`config.mk`:
```
export PLATFORM = sky130hd
export DESIGN_NAME = uart_byte_rx_flat
export DESIGN_NICKNAME = d
export VERILOG_FILES = /design/src/rtl/uart_pkg.sv /design/src/rtl/uart_byte_rx_if.sv /design/src/rtl/uart_byte_rx_sync2.sv /design/src/rtl/uart_byte_rx.sv /design/src/flat_wrapper.sv
export SDC_FILE = /design/constraint.sdc
export NUM_CORES = 1
export LEC_CHECK = 0
export BUFFER_PORTS_ARGS = -buffer_cell sky130_fd_sc_hd__buf_2
export CORE_UTILIZATION = 40
export DETAILED_ROUTE_END_ITERATION = 8
export PLACE_DENSITY = 0.54
export SYNTH_ARGS = -nofsm -noshare
export SYNTH_HDL_FRONTEND = slang
export SYNTH_SLANG_ARGS = --single-unit
```
`constraint.sdc`:
```
create_clock -name clk_in -period 3.6 [get_ports clk_in]
set_input_delay 0.18 -clock clk_in [delete_from_list [all_inputs] [get_ports clk_in]]
set_output_delay 0.18 -clock clk_in [all_outputs]
set_load 0.005 [all_outputs]
```
`src/rtl/uart_pkg.sv`:
```
// rtl/uart_pkg.sv - shared types and key codes for the paddle serial input path.
// The BREAK state exists only when UART_RX_FRAME_ERR_EN is defined.
package uart_pkg;

  localparam int UART_DATA_BITS = 8;

  localparam logic [UART_DATA_BITS-1:0] KEY_UP  = 8'h26;
  localparam logic [UART_DATA_BITS-1:0] KEY_DWN = 8'h28;

  typedef enum logic [2:0] {
    ST_IDLE  = 3'd0,
    ST_START = 3'd1,
    ST_DATA  = 3'd2,
`ifdef UART_RX_FRAME_ERR_EN
    ST_STOP  = 3'd3,
    ST_BREAK = 3'd4
`else
    ST_STOP  = 3'd3
`endif
  } rx_state_t;

endpackage

```
`src/rtl/uart_byte_rx_if.sv`:
```
// rtl/uart_byte_rx_if.sv - received-byte bus from the UART front end to the paddle controllers.
// frame_err is carried only when UART_RX_FRAME_ERR_EN is defined.
interface uart_byte_rx_if;
  import uart_pkg::*;

  logic                      data_valid;
  logic [UART_DATA_BITS-1:0] data_byte_op;
`ifdef UART_RX_FRAME_ERR_EN
  logic                      frame_err;

  modport master (output data_valid, output data_byte_op, output frame_err);
  modport slave  (input  data_valid, input  data_byte_op, input  frame_err);
`else
  modport master (output data_valid, output data_byte_op);
  modport slave  (input  data_valid, input  data_byte_op);
`endif
endinterface

```
`src/rtl/uart_byte_rx_sync2.sv`:
```
// rtl/uart_byte_rx_sync2.sv - two-flop synchronizer for the idle-high serial line.
// Both stages reset to 1 so reset never looks like a start bit.
module rx_sync2 (
  input  logic clk_in,
  input  logic rst,
  input  logic d,
  output logic q
);

  logic meta_q, meta_d;
  logic sync_q, sync_d;

  always_comb begin
    meta_d = d;
    sync_d = meta_q;
  end

  always_ff @(posedge clk_in or posedge rst) begin
    if (rst) begin
      meta_q <= 1'b1;
      sync_q <= 1'b1;
    end else begin
      meta_q <= meta_d;
      sync_q <= sync_d;
    end
  end

  assign q = sync_q;

endmodule

```
`src/rtl/uart_byte_rx.sv`:
```
// rtl/uart_byte_rx.sv - 8N1 mid-bit-sampling UART byte receiver for the paddle input path.
// Stop-bit checking and the BREAK state are enabled by UART_RX_FRAME_ERR_EN.
module uart_byte_rx
  import uart_pkg::*;
#(
  parameter int CLKS_PER_BIT = 217,
  parameter int CNT_W        = $clog2(CLKS_PER_BIT)
) (
  input  logic           clk_in,
  input  logic           rst,
  input  logic           serial_data_in,
  uart_byte_rx_if.master rx_bus
);

  localparam logic [CNT_W-1:0] BIT_LAST  = CNT_W'(CLKS_PER_BIT - 1);
  localparam logic [CNT_W-1:0] HALF_LAST = CNT_W'(CLKS_PER_BIT / 2 - 1);
  localparam logic [2:0]       IDX_LAST  = 3'(UART_DATA_BITS - 1);

  logic rx_s;

  rx_state_t                 state_q, state_d;
  logic [CNT_W-1:0]          cnt_q, cnt_d;
  logic [2:0]                idx_q, idx_d;
  logic [UART_DATA_BITS-1:0] shift_q, shift_d;
  logic [UART_DATA_BITS-1:0] byte_q, byte_d;
  logic                      valid_q, valid_d;
`ifdef UART_RX_FRAME_ERR_EN
  logic                      ferr_q, ferr_d;
`endif

  rx_sync2 u_sync (
    .clk_in (clk_in),
    .rst    (rst),
    .d      (serial_data_in),
    .q      (rx_s)
  );

  always_comb begin
    state_d = state_q;
    cnt_d   = cnt_q;
    idx_d   = idx_q;
    shift_d = shift_q;
    byte_d  = byte_q;
    valid_d = 1'b0;
`ifdef UART_RX_FRAME_ERR_EN
    ferr_d  = 1'b0;
`endif
    case (state_q)
      ST_IDLE: begin
        cnt_d = '0;
        idx_d = '0;
        if (!rx_s) state_d = ST_START;
      end
      ST_START: begin
        // Re-check the line at mid start bit to reject short glitches.
        if (cnt_q == HALF_LAST) begin
          cnt_d   = '0;
          state_d = rx_s ? ST_IDLE : ST_DATA;
        end else begin
          cnt_d = cnt_q + CNT_W'(1);
        end
      end
      ST_DATA: begin
        if (cnt_q == BIT_LAST) begin
          cnt_d          = '0;
          shift_d[idx_q] = rx_s;
          idx_d          = idx_q + 3'd1;
          if (idx_q == IDX_LAST) state_d = ST_STOP;
        end else begin
          cnt_d = cnt_q + CNT_W'(1);
        end
      end
      ST_STOP: begin
        if (cnt_q == BIT_LAST) begin
          cnt_d   = '0;
          state_d = ST_IDLE;
`ifdef UART_RX_FRAME_ERR_EN
          if (rx_s) begin
            byte_d  = shift_q;
            valid_d = 1'b1;
          end else begin
            ferr_d  = 1'b1;
            state_d = ST_BREAK;
          end
`else
          byte_d  = shift_q;
          valid_d = 1'b1;
`endif
        end else begin
          cnt_d = cnt_q + CNT_W'(1);
        end
      end
`ifdef UART_RX_FRAME_ERR_EN
      ST_BREAK: begin
        // A held-low line reports once, then waits for idle before rearming.
        cnt_d = '0;
        if (rx_s) state_d = ST_IDLE;
      end
`endif
      default: begin
        state_d = ST_IDLE;
        cnt_d   = '0;
        idx_d   = '0;
      end
    endcase
  end

  always_ff @(posedge clk_in or posedge rst) begin
    if (rst) begin
      state_q <= ST_IDLE;
      cnt_q   <= '0;
      idx_q   <= '0;
      shift_q <= '0;
      byte_q  <= '0;
      valid_q <= 1'b0;
`ifdef UART_RX_FRAME_ERR_EN
      ferr_q  <= 1'b0;
`endif
    end else begin
      state_q <= state_d;
      cnt_q   <= cnt_d;
      idx_q   <= idx_d;
      shift_q <= shift_d;
      byte_q  <= byte_d;
      valid_q <= valid_d;
`ifdef UART_RX_FRAME_ERR_EN
      ferr_q  <= ferr_d;
`endif
    end
  end

  assign rx_bus.data_valid   = valid_q;
  assign rx_bus.data_byte_op = byte_q;
`ifdef UART_RX_FRAME_ERR_EN
  assign rx_bus.frame_err    = ferr_q;
`endif

endmodule

```
`src/flat_wrapper.sv`:
```
// flat-port wrapper written by rule: the top's interface ports become plain ports
module uart_byte_rx_flat import uart_pkg::*;
#(
  parameter int CLKS_PER_BIT = 217,
  parameter int CNT_W        = $clog2(CLKS_PER_BIT)
)
  (clk_in, rst, serial_data_in, rx_bus_data_valid, rx_bus_data_byte_op);
  uart_byte_rx_if rx_bus_i ();
  input  logic clk_in;
  input  logic rst;
  input  logic serial_data_in;
  output wire logic [$bits(rx_bus_i.data_valid)-1:0] rx_bus_data_valid;
  output wire logic [$bits(rx_bus_i.data_byte_op)-1:0] rx_bus_data_byte_op;
  assign rx_bus_data_valid = rx_bus_i.data_valid;
  assign rx_bus_data_byte_op = rx_bus_i.data_byte_op;
  uart_byte_rx #(.CLKS_PER_BIT(CLKS_PER_BIT), .CNT_W(CNT_W)) u_core (.clk_in(clk_in), .rst(rst), .serial_data_in(serial_data_in), .rx_bus(rx_bus_i));
endmodule
```
After elaboration in Yosys (flattened, before gate mapping)
Cells that the tools add are included.
{"block": "totals", "register_bits": 33, "input_bits": 3, "elab_cells": 49}
{"block": "op_classes", "n_addsub": 2, "magnitude_cmp": 2, "eq_ne": 11, "mux": 17, "bitwise": 1, "reduce_logical": 8}
{"operator": "2-to-1 mux 3 bit", "count": 6}
{"operator": "2-to-1 mux 8 bit", "count": 2}
{"operator": "case mux 8 bit (2 select lines)", "count": 1}
{"operator": "case mux 3 bit (4 select lines)", "count": 1}
{"operator": "adder 8 x 1 -> 8 bit, second input constant", "count": 1}
{"operator": "bitwise mux 8 bit", "count": 1}
{"operator": "equality test 8 x 7 -> 1 bit, second input constant", "count": 1}
{"operator": "equality test 8 bit, second input constant", "count": 1}
{"operator": "inequality test 2 x 1 -> 1 bit, second input constant", "count": 4}
{"operator": "equality test 3 x 2 -> 1 bit, second input constant", "count": 2}
{"operator": "case mux 3 bit (2 select lines)", "count": 1}
{"operator": "AND reduction 2 bit", "count": 3}
{"operator": "AND reduction 5 bit", "count": 1}
{"operator": "less-than comparator 3 x 4 -> 1 bit, second input constant", "count": 1}
{"operator": "OR reduction 2 bit", "count": 2}
{"operator": "adder 3 x 1 -> 3 bit, second input constant", "count": 1}
{"operator": "demux 1 bit (select 3 bit)", "count": 1}
{"operator": "equality test 3 x 1 -> 1 bit, second input constant", "count": 1}
{"operator": "equality test 3 bit, second input constant", "count": 1}
{"operator": "greater-or-equal comparator 3 x 1 -> 1 bit, second input constant", "count": 1}
{"operator": "logical NOT 3 bit", "count": 1}
{"operator": "2-to-1 mux 1 bit", "count": 3}
{"operator": "2-to-1 mux 2 bit", "count": 1}
{"operator": "inequality test 2 bit, second input constant", "count": 1}
{"operator": "other kinds (2)", "count": 2}

Logic depth before layout (Yosys ltp)
Gate-level depths: netlist (run 1).
{"block": "depth", "depth_word": 5, "ltp_mapped": 7, "mapped_depth_nobuf": 5}

Cells and area by module
A second synthesis (run 1) with hierarchy kept.
{"block": "hier_totals", "cells_unflattened": 126, "area_unflattened_um2": 1529.0}
{"module": "uart_byte_rx", "n_inst": 1, "cells_per_inst": 123, "area_per_inst_um2": 1472.7, "seq_area_each_um2": 750.7}
{"module": "rx_sync2", "n_inst": 1, "cells_per_inst": 3, "area_per_inst_um2": 56.3, "seq_area_each_um2": 52.6}

Worst setup path before layout (run 1)
No wires, ideal clock.
{"block": "synth_timing", "path_kind": "reg2reg", "start": "register u_core.cnt_q[0]", "end": "register u_core.byte_q[0] (netlist: u_core.rx_bus.data_byte_op[0])", "arrival_time_ns": 1.505, "t_required_ns": 3.475, "path_slack_ns": 1.970, "stages_incl_launch_ff": 6, "synth_period_minus_slack_ns": 1.630, "path_cell_list": "dfrtp_1 inv_1 ha_1 nand4b_4 nor3_4 mux2_2"}
{"block": "synth_between", "elab_chain_len": 2}
{"element": "start: declaration", "line": "uart_byte_rx.sv:22", "rtl": "logic [CNT_W-1:0] cnt_q, cnt_d;"}
{"element": "start signal: assignment", "line": "uart_byte_rx.sv:121", "rtl": "cnt_q <= cnt_d;"}
{"element": "equality test 8 bit", "line": "uart_byte_rx.sv:74", "rtl": "if (cnt_q == BIT_LAST) begin"}
{"element": "AND reduction 2 bit (no line)"}
{"element": "end signal: assignment", "line": "uart_byte_rx.sv:124", "rtl": "byte_q <= byte_d;"}
{"element": "end: declaration", "line": "uart_byte_rx.sv:25", "rtl": "logic [UART_DATA_BITS-1:0] byte_q, byte_d;"}
Every way passes these cells.
A chain may end at the register's enable or synchronous reset.

Worst setup path after layout (run 1)
{"block": "layout_timing", "start": "register u_core.cnt_q[0]", "end": "register u_core.shift_q[5]"}
{"block": "layout_between", "elab_chain_len": 2}
{"element": "equality test 8 bit", "line": "uart_byte_rx.sv:64", "rtl": "if (cnt_q == BIT_LAST) begin"}
{"element": "AND reduction 2 bit (no line)"}
{"element": "end signal: assignment", "line": "uart_byte_rx.sv:123", "rtl": "shift_q <= shift_d;"}
{"element": "end: declaration", "line": "uart_byte_rx.sv:24", "rtl": "logic [UART_DATA_BITS-1:0] shift_q, shift_d;"}
Every way passes these cells.

==> results of run 1 <==
==> area by class of cell <==
class	count	area share (%)
sequential	32	45.6
multi-input combinational	85	39.3
timing repair buffer	14	4.69
clock buffer	6	4.12
tap	48	3.41
clock inverter	2	1.99
inverter	4	0.852
==> cell families after synthesis <==
kind of cell	Yosys count	synth area share, %
flops	32	51.9
fa+ha+maj	4	3.24
buf+inv	10	3.24
xor+xnor	3	1.70
mux	16	11.7
simple gates	43	19.7
compound gates	19	8.50
==> Yosys cell counts <==
cell type and n:
a21boi_1 1, a21o_1 1, a21oi_1 4, a22oi_1 3
a31oi_1 2, and3b_1 1, and4b_1 2, and4bb_2 1
buf_1 1, buf_2 4, buf_6 1, dfrtp_1 30
dfstp_2 2, ha_1 4, inv_1 4, mux2_2 16
nand2_1 6, nand3_1 10, nand3b_1 1, nand4_1 9
nand4b_4 1, nor2b_1 2, nor3_4 1, nor4_1 1
nor4b_1 1, nor4bb_1 2, o211ai_1 2, o21a_1 1
o21ai_0 2, o21ai_1 1, o21ai_4 1, o31ai_1 1
or3_1 3, or4_1 1, or4b_4 1, xnor2_1 1
xor2_1 2
==> sequential cells by signal, indices dropped and copies added, names as in the netlist <==
name / flops
u_core.idx_q: 3
u_core.u_sync.meta_q: 1
u_core.rx_bus.data_byte_op: 8
u_core.u_sync.q: 1
u_core.cnt_q: 8
u_core.shift_q: 8
u_core.rx_bus.data_valid: 1
u_core.state_q: 2
==> worst max-delay path, cell delays in order, from the launching register on <==
cell     delay [ns]
dfrtp_1        0.42
inv_1          0.08
ha_1           0.20
and4b_1        0.54
nand4_1        0.17
mux2_2         0.31
==> where the power goes <==
group          internal [uW]  leakage (uW)  switching [uW]  total [uW]
Combinational           3.05      0.000337            7.17        10.2
Sequential               362      0.000425            1.78         364
Clock                    205     0.0000552             127         332
Total                    570      0.000817             136         706
==> per-layer routing <==
layer	part of all wire (%)	routed length, um
met5	0	0
met4	2.3	67
met3	2.5	72
met2	46	1360
met1	49	1440
==> metrics by stage <==
| step | setup slack (ns) | std cells | util (%) |
|---|---|---|---|
| after detailed placement | 1.77 | 181 | 44.3 |
| final | 1.77 | 191 | 47.8 |
| after CTS | 1.76 | 191 | 47.8 |
| after floorplan | 1.97 | 127 | - |
| after global placement | 1.82 | 181 | 44.3 |
| after global routing | 1.65 | 191 | 47.8 |
==> cell usage in the layout (no fill, tap or decap), types with 2 or more instances in the layout <==
cell type / instances
mux2_2: 16
or3_1: 3
buf_2: 11
a22oi_1: 3
dfstp_2: 2
and4b_1: 2
nor2b_1: 2
nor4bb_1: 2
nand3_1: 10
dfrtp_1: 30
nand4_1: 9
a31oi_1: 2
ha_1: 4
nand2_1: 6
inv_1: 4
o211ai_1: 2
a21oi_1: 4
o21ai_0: 2
xor2_1: 2
clkbuf_8: 5
dlygate4sd3_1: 2
==> worst max-delay path by stage <==
stage	to	slack, ns	depth (start not counted)
global route	u_core.cnt_q[7]	1.65	5
finish	u_core.shift_q[5]	1.77	5
global placement	u_core.rx_bus.data_byte_op[4]	1.82	5
CTS	u_core.rx_bus.data_byte_op[6]	1.76	5
detailed placement	u_core.rx_bus.data_byte_op[3]	1.77	5
floorplan	u_core.rx_bus.data_byte_op[0]	1.97	5
==> what timing repair did <==
item / CTS / global route
hold buffers: 2 / 0
buffers inserted: 0 / 0
hold endpoints to repair: 31 / 0
==> impl_metrics.toml, run 1 <==
[power_and_ir_drop]
leakage_uw = 0.000817
ir_drop_mv = 0.355
p_per_area_nw_per_um2 = 401
power_uw = 706

[die]
core_area_um2 = 3690
rows = 22
dieArea_um2 = 4120
die_h_um = 64.2
start_util_pct = 41.9
num_io_pins = 12
die_x_um = 64.2

[final_layout]
area_growth_pct = 13.9
multi_input_area_um2 = 693
drive_gt1_share_pct = 29.4
design_area_um2 = 1760
fill_cells = 336
final_nets = 149
insertedDiodeCount = 0
seq_area_um2 = 803

[setup_path]
crit_arrival_ns = 1.99
r2r-start = "u_core.cnt_q[0]"
cp_max_fo = 14
reg2reg_slack_ns = 1.77
r2r-end = "u_core.shift_q[5]"
critPathKind = "register to register"
critPathLaunchType = "register"
required_ns = 3.76
cp-end-kind = "register"
ff2ff_path_depth = 5
worstSetupStartpoint = "u_core.cnt_q[0]"

[synth]
ys_warn_count = 0
netlist_top_cells_area = "dfrtp_1 49%, mux2_2 12%, nand4_1 3.6%"
yosys.area.top_type = "dfrtp_1"
ys_types = 37
syn_inst = 127
syn_area_um2 = 1550
synth_top_cell_area_share_pct = 48.5
yosysSeqAreaShare_pct = 51.9
synth_nets = 134
ys_ff_latch = 32
avgSynthCellArea_um2 = 12.2

[global_routing]
grt_pass1_wl_um = 5040
grt_use_met1_pct = 22.1
grt_max_degree = 33
antenna_found_initial = 0
grt_pass1_vias = 1025
met3_usage_pct = 3.75
grt_use_met2_pct = 24.9
overflow = 0
busiest_layer = "met2"
track_usage_pct = 16.6

[clock_network]
clk_latency_ns = 0.28
cts_buffers = 5
cts_buffer_depth = 2
cts_tree = "done"
clk_pin_slew_ns = 0.06
root_buffer = "clkbuf_8"
cts.sinks = 32
ctsResizeCount = 0
cts-htree-levels = 2

[sta]
period_share_pct = 50.7
tns_ns = 0
slew_headroom_pct = 54.7
setup_viol = 0
hold_viol = 0
tightest_slew_ns = 0.675
finalMaxSlewViolations = 0
fmax_mhz = 548
whs_ns = 0.359
period_minus_slack_ns = 1.83
skew_ns = 0.00525
rsz0062_at_grt = "no"

[hold_path]
hold-path-cell-count = 0
hp-start = "u_core.u_sync.meta_q"
hold_path_class = "register to register"
holdPathEnd = "u_core.u_sync.q"

[drt]
dr.pass1.iters = 4
ant_nets = 0
vias = 1061
viasPerCell = 5.55
drc = 0
routed_wl_um = 2940
drt-initial-drc-count = 29
wl_per_cell_um = 15.4

[place]
post-dp-hpwl_um = 1950
io_buffers = 11
dpl_cell_area_um2 = 1630
place.gp.congestion = 0.775

[outcome]
status = "finished clean"

[run]
maxCapViolations = 0
Note: power is estimated with default switching activity, not from simulation.
==> run 2: changes to the inputs <==
ABC_AREA = 1   (was unset)
clock period = 1.9 ns   (was 3.6 ns; I/O delays follow)
==> impl_metrics.toml, run 2 <==
[setup_path]
required_ns = 2.12
critPathKind = "register to register"
reg2reg_slack_ns = 0.28
r2r-start = "u_core.cnt_q[0]"
cp-end-kind = "register"
worstPathCellList = "inv_1, ha_1, nand2_1, inv_1, nand3_2, nor2_2, nand3_1, nand2_1, o21ai_1"
ff2ff_path_depth = 9
crit_arrival_ns = 1.84
critPathSlowestCell = "dfrtp_1"
cp_max_fo = 11
critPathMaxStageDelay_ns = 0.42
r2r-end = "u_core.shift_q[5]"
critPathLaunchType = "register"
worstSetupStartpoint = "u_core.cnt_q[0]"

[hold_path]
hold_path_class = "register to register"
hold-path-cell-count = 0
hp-start = "u_core.u_sync.meta_q"
holdPathEnd = "u_core.u_sync.q"

[final_layout]
fin_util_pct = 49.1
seq_area_um2 = 803
layout_common_cells = "55 x nand2_1, 30 x dfrtp_1, 21 x nor2_1"
final_nets = 204
multi_input_area_um2 = 579
fill_cells = 329
finalNonFillerCells = 244
area_growth_pct = 14.2
final_common_cell = "nand2_1"
drive_gt1_share_pct = 15.7
insertedDiodeCount = 0
design_area_um2 = 1680

[global_routing]
grt_pass1_wl_um = 4680
grt_max_degree = 33
antenna_found_initial = 0
track_usage_pct = 15.7
grt_pass1_vias = 1041
overflow = 0

[drt]
vias = 1138
wl_per_cell_um = 10.8
routed_wl_um = 2640
ant_nets = 0
viasPerCell = 4.66
drc = 0
drt-initial-drc-count = 62
dr.pass1.iters = 4

[clock_network]
cts.sinks = 32
clk_pin_slew_ns = 0.11
cts_setup_buffers = 0
cts_tree = "done"
clk_latency_ns = 0.33
cts-htree-levels = 2
cts_buffers = 5
cts_buffer_depth = 2
root_buffer = "clkbuf_4"

[sta]
period_share_pct = 85.2
finalMaxSlewViolations = 0
hold_viol = 0
slew_headroom_pct = 72.9
period_minus_slack_ns = 1.62
tns_ns = 0
rsz0062_at_grt = "no"
setup_viol = 0
tightest_slew_ns = 0.406
fmax_mhz = 618
skew_ns = 0.0107

[synth]
syn_area_um2 = 1470
ys_async_sr_fraction_pct = 100
synth_mux_area_share_pct = 0
ys_ff_latch = 32
yosysSeqAreaShare_pct = 54.7
yosys.area.top_type = "dfrtp_1"
synth-main-ff-cell = "dfrtp_1"
syn_inst = 177
synth_common_cells = "55 x nand2_1, 30 x dfrtp_1, 21 x nor2_1"
synth-xor-area-share_pct = 0.596
synth_top_cell_area_share_pct = 51.1
synth-compound-area-share_pct = 8.26
synth-edff-count = 0
ys_types = 19
netlist_top_cells_area = "dfrtp_1 51%, nand2_1 14%, nor2_1 5.4%"
synthAdderAreaFrac_pct = 3.41
avgSynthCellArea_um2 = 8.30
synth_nets = 184
synth.most_common_cell = "nand2_1"
synth_top_family_by_area = "simple AND/OR/NAND/NOR gates"
synthSimpleGateAreaFrac_pct = 27.2
ys_warn_count = 0

[die]
die_h_um = 62.6
dieArea_um2 = 3920
rows = 21
die_x_um = 62.6
num_io_pins = 12
core_area_um2 = 3420
start_util_pct = 43.0

[outcome]
status = "finished clean"

[place]
place_inst = 234
dpl_cell_area_um2 = 1580
io_buffers = 11
place.gp.congestion = 0.787
post-dp-hpwl_um = 1910

[power_and_ir_drop]
ir_drop_mv = 0.427
p_per_area_nw_per_um2 = 728
leakage_uw = 0.000867

[run]
maxCapViolations = 0
[run 2: cell types whose count changed in the layout (fill, tap and decap cells not counted), sizes merged, moves of 3 or more]
cell	previous run	this run
a21oi	4	7
a22oi	3	0
inv	4	20
mux2	16	0
nand2	6	57
nand3	10	13
nand4	9	1
nor2	0	25
o21ai	4	15
or3	3	0
[run 2: layout make-up]
cell class / count / area share [%]
Multi-Input combinational cell: 124 / 34.5
Clock inverter: 3 / 2.54
Timing Repair Buffer: 14 / 4.92
Sequential cell: 32 / 47.9
Inverter: 20 / 4.47
Tap cell: 46 / 3.43
Clock buffer: 5 / 2.24
[run 2: how the worst max path moves through the flow]
| stage | to | slack (ns) | cells after the start |
|---|---|---|---|
| global route | u_core.shift_q[2] | 0.11 | 9 |
| global placement | u_core.shift_q[5] | 0.31 | 9 |
| CTS | u_core.shift_q[5] | 0.27 | 9 |
| detailed placement | u_core.shift_q[5] | 0.28 | 9 |
| finish | u_core.shift_q[5] | 0.28 | 9 |
| floorplan | u_core.shift_q[1] | 0.57 | 10 |
[run 2: power by group]
part	total (uW)	internal, uW	switching, uW
Combinational	23.9	6.18	17.7
Clock	513	274	238
Sequential	685	684	0.792
[run 2: stage by stage]
stage | total power [uW] | hold WS (ns) | setup WS (ns)
2_1_floorplan | 711 | 0.0995 | 0.570
3_3_place_gp | 720 | 0.190 | 0.312
3_5_place_dp | 721 | 0.200 | 0.278
4_1_cts | 1240 | 0.362 | 0.271
5_1_grt | 1270 | 0.366 | 0.106
6_report | 1220 | 0.361 | 0.282
[run 2: logic make-up after synthesis]
| family | count (synthesis) |
|---|---|
| AND/OR/NAND/NOR | 96 |
| XOR/XNOR | 1 |
| AO/OA/AOI/OAI | 23 |
| adder cells (fa/ha/maj) | 4 |
| buffers and inverters | 21 |
| flip-flops | 32 |
[run 2: critical path, delay by kind of cell, from the launching register on]
| kind | cells | cell delay, ns |
|---|---|---|
| flip-flops | 1 | 0.42 |
| adder cells (fa/ha/maj) | 1 | 0.13 |
| buffers and inverters | 2 | 0.15 |
| AO/OA/AOI/OAI | 1 | 0.06 |
| AND/OR/NAND/NOR | 5 | 0.76 |
[run 2: layer usage]
| metal | wire (um) | global-route usage [%] |
|---|---|---|
| met3 | 143 | 5.47 |
| met1 | 1360 | 20.9 |
| met2 | 1090 | 23.2 |
| met5 | 0 | 0 |
| met4 | 40 | 6.10 |
[run 2: what timing repair did]
item                      4_1_cts  5_1_grt
resized for setup               0        0
hold endpoints to repair       31        0
hold buffers                    2        0
==> run 3: changes to the inputs <==
CORE_MARGIN = 2   (was unset)
==> impl_metrics.toml, run 3 (synthesis gave the netlist of run 2 again) <==
[outcome]
status = "finished clean"

[power_and_ir_drop]
power_frac_seq_pct = 57.9
leakage_uw = 0.000867
ir_drop_mv = 0.511
power_switching_share_pct = 20.7
clkPwrFrac_pct = 40.1
p_per_area_nw_per_um2 = 707
power_uw = 1190
pwr-share-comb_pct = 2.0
intPower_uw = 940
power.net_switching_uw = 246

[setup_path]
critPathLaunchType = "register"
ff2ff_path_depth = 9
critPathSlowestCell = "dfrtp_1"
required_ns = 2.06
crit_family = "simple AND/OR/NAND/NOR gates"
r2r-end = "u_core.shift_q[4]"
cp_max_fo = 11
critPathMaxStageDelay_ns = 0.41
worstPathCellList = "inv_1, ha_1, nand2_1, inv_1, nand3_2, nor2_2, nand3_1, nand2_1, o21ai_1"
endpoint = "u_core.shift_q[4]"
crit_arrival_ns = 1.81
reg2reg_slack_ns = 0.25
r2r-start = "u_core.cnt_q[0]"
cp_num_cells = 9
critPathKind = "register to register"
cp-end-kind = "register"
worst-path-buf-inv = 2
worstSetupStartpoint = "u_core.cnt_q[0]"

[drt]
met2WireLength_um = 1140
routed.top_layer = "met4"
dr.pass1.iters = 6
wl_met1_um = 1340
drc = 0
wl_per_cell_um = 11.0
viasPerCell = 4.67
vias = 1143
wl_met3_um = 172
ant_nets = 0
drt-initial-drc-count = 105
routed_wl_um = 2700

[clock_network]
cts-htree-levels = 2
cts_setup_buffers = 0
cts.sinks = 32
clk_latency_ns = 0.28
cts_buffers = 5
root_buffer = "clkbuf_8"
clk_pin_slew_ns = 0.06
ctsResizeCount = 0
cts_tree = "done"
cts_buffer_depth = 2

[die]
dieArea_um2 = 4170
num_io_pins = 12
core_area_um2 = 3610
die_x_um = 64.6
rows = 22
start_util_pct = 40.7
die_h_um = 64.6

[place]
post-dp-hpwl_um = 1930
io_buffers = 11
place.gp.congestion = 0.779

[final_layout]
insertedDiodeCount = 0
fill_cells = 358
drive_gt1_share_pct = 14.7
layout_common_cells = "55 x nand2_1, 30 x dfrtp_1, 21 x nor2_1"
area_growth_pct = 14.2
final_common_cell = "nand2_1"
final_nets = 204

[global_routing]
grt_max_degree = 33
track_usage_pct = 16.0
grt_pass1_vias = 1080
overflow = 0
grt_pass1_wl_um = 4940
antenna_found_initial = 0

[sta]
finalMaxSlewViolations = 0
tightest_slew_ns = 0.394
period_minus_slack_ns = 1.65
setup_viol = 0
slew_headroom_pct = 73.7
skew_ns = 0.00486
fmax_mhz = 608
rsz0062_at_grt = "no"
whs_ns = 0.359
period_share_pct = 86.6
hold_viol = 0
tns_ns = 0

[run]
maxCapViolations = 0

[hold_path]
hold_path_class = "register to register"
## run 3: changes by cell type in the layout (fill, tap and decap cells not counted)
cell,change
bufinv_16,-1
clkbuf_1,+1
clkbuf_4,-5
clkbuf_8,+5
clkinvlp_4,-1
## run 3: layout make-up
cell class	instances	area [um^2]	area share, %
multi-input cells	124	579	34.5
well taps	48	60.1	3.58
repair buffers	14	82.6	4.92
clock inverters	1	5.00	0.298
inverters	20	75.1	4.47
flip-flops and latches	32	803	47.9
clock buffers	6	72.6	4.33
## run 3: worst min-delay path by stage
stage               slack (ns)            startpoint                       end  depth (start not counted)
finish                    0.36  u_core.u_sync.meta_q           u_core.u_sync.q                          0
global route              0.36  u_core.u_sync.meta_q           u_core.u_sync.q                          0
CTS                       0.36  u_core.u_sync.meta_q           u_core.u_sync.q                          0
detailed placement        0.20        serial_data_in      u_core.u_sync.meta_q                          1
global placement          0.19                   rst  u_core.rx_bus.data_valid                          3
floorplan                  0.1        serial_data_in      u_core.u_sync.meta_q                          0
## run 3: worst reg2reg max path, cell delays in order, from the launching register on
cell and delay (ns):
dfrtp_1 0.41, inv_1 0.07, ha_1 0.13, nand2_1 0.05, inv_1 0.08, nand3_2 0.10
nor2_2 0.33, nand3_1 0.20, nand2_1 0.09, o21ai_1 0.06
## run 3: what timing repair did
action,4_1_cts,5_1_grt
hold endpoints to repair,31,0
endpoints found under the setup margin,0,0
hold buffers,2,0
## run 3: stage by stage
stage | area [um^2] | utilization, % | setup WS (ns) | std cells
floorplan | 1470 | - | 0.570 | 177
global placement | 1580 | 43.8 | 0.318 | 236
detailed placement | 1580 | 43.8 | 0.266 | 236
CTS | 1680 | 46.5 | 0.260 | 245
global route | 1680 | 46.5 | 0.0222 | 245
finish | 1680 | 46.5 | 0.255 | 245
## run 3: per-layer routing
layer	track usage [%]	vias to the layer above
met5	0	-
met4	6.38	0
met3	6.77	6
met2	22.5	38
met1	21.6	506
li1	-	593
## run 3: power groups by stage
stage	Sequential, uW	Combinational [uW]	Clock [uW]
after global placement	699	21.5	0
after global routing	686	27.5	535
after CTS	686	25.1	500
after detailed placement	698	22.1	0
final	686	23.6	476
after floorplan	698	13.0	0
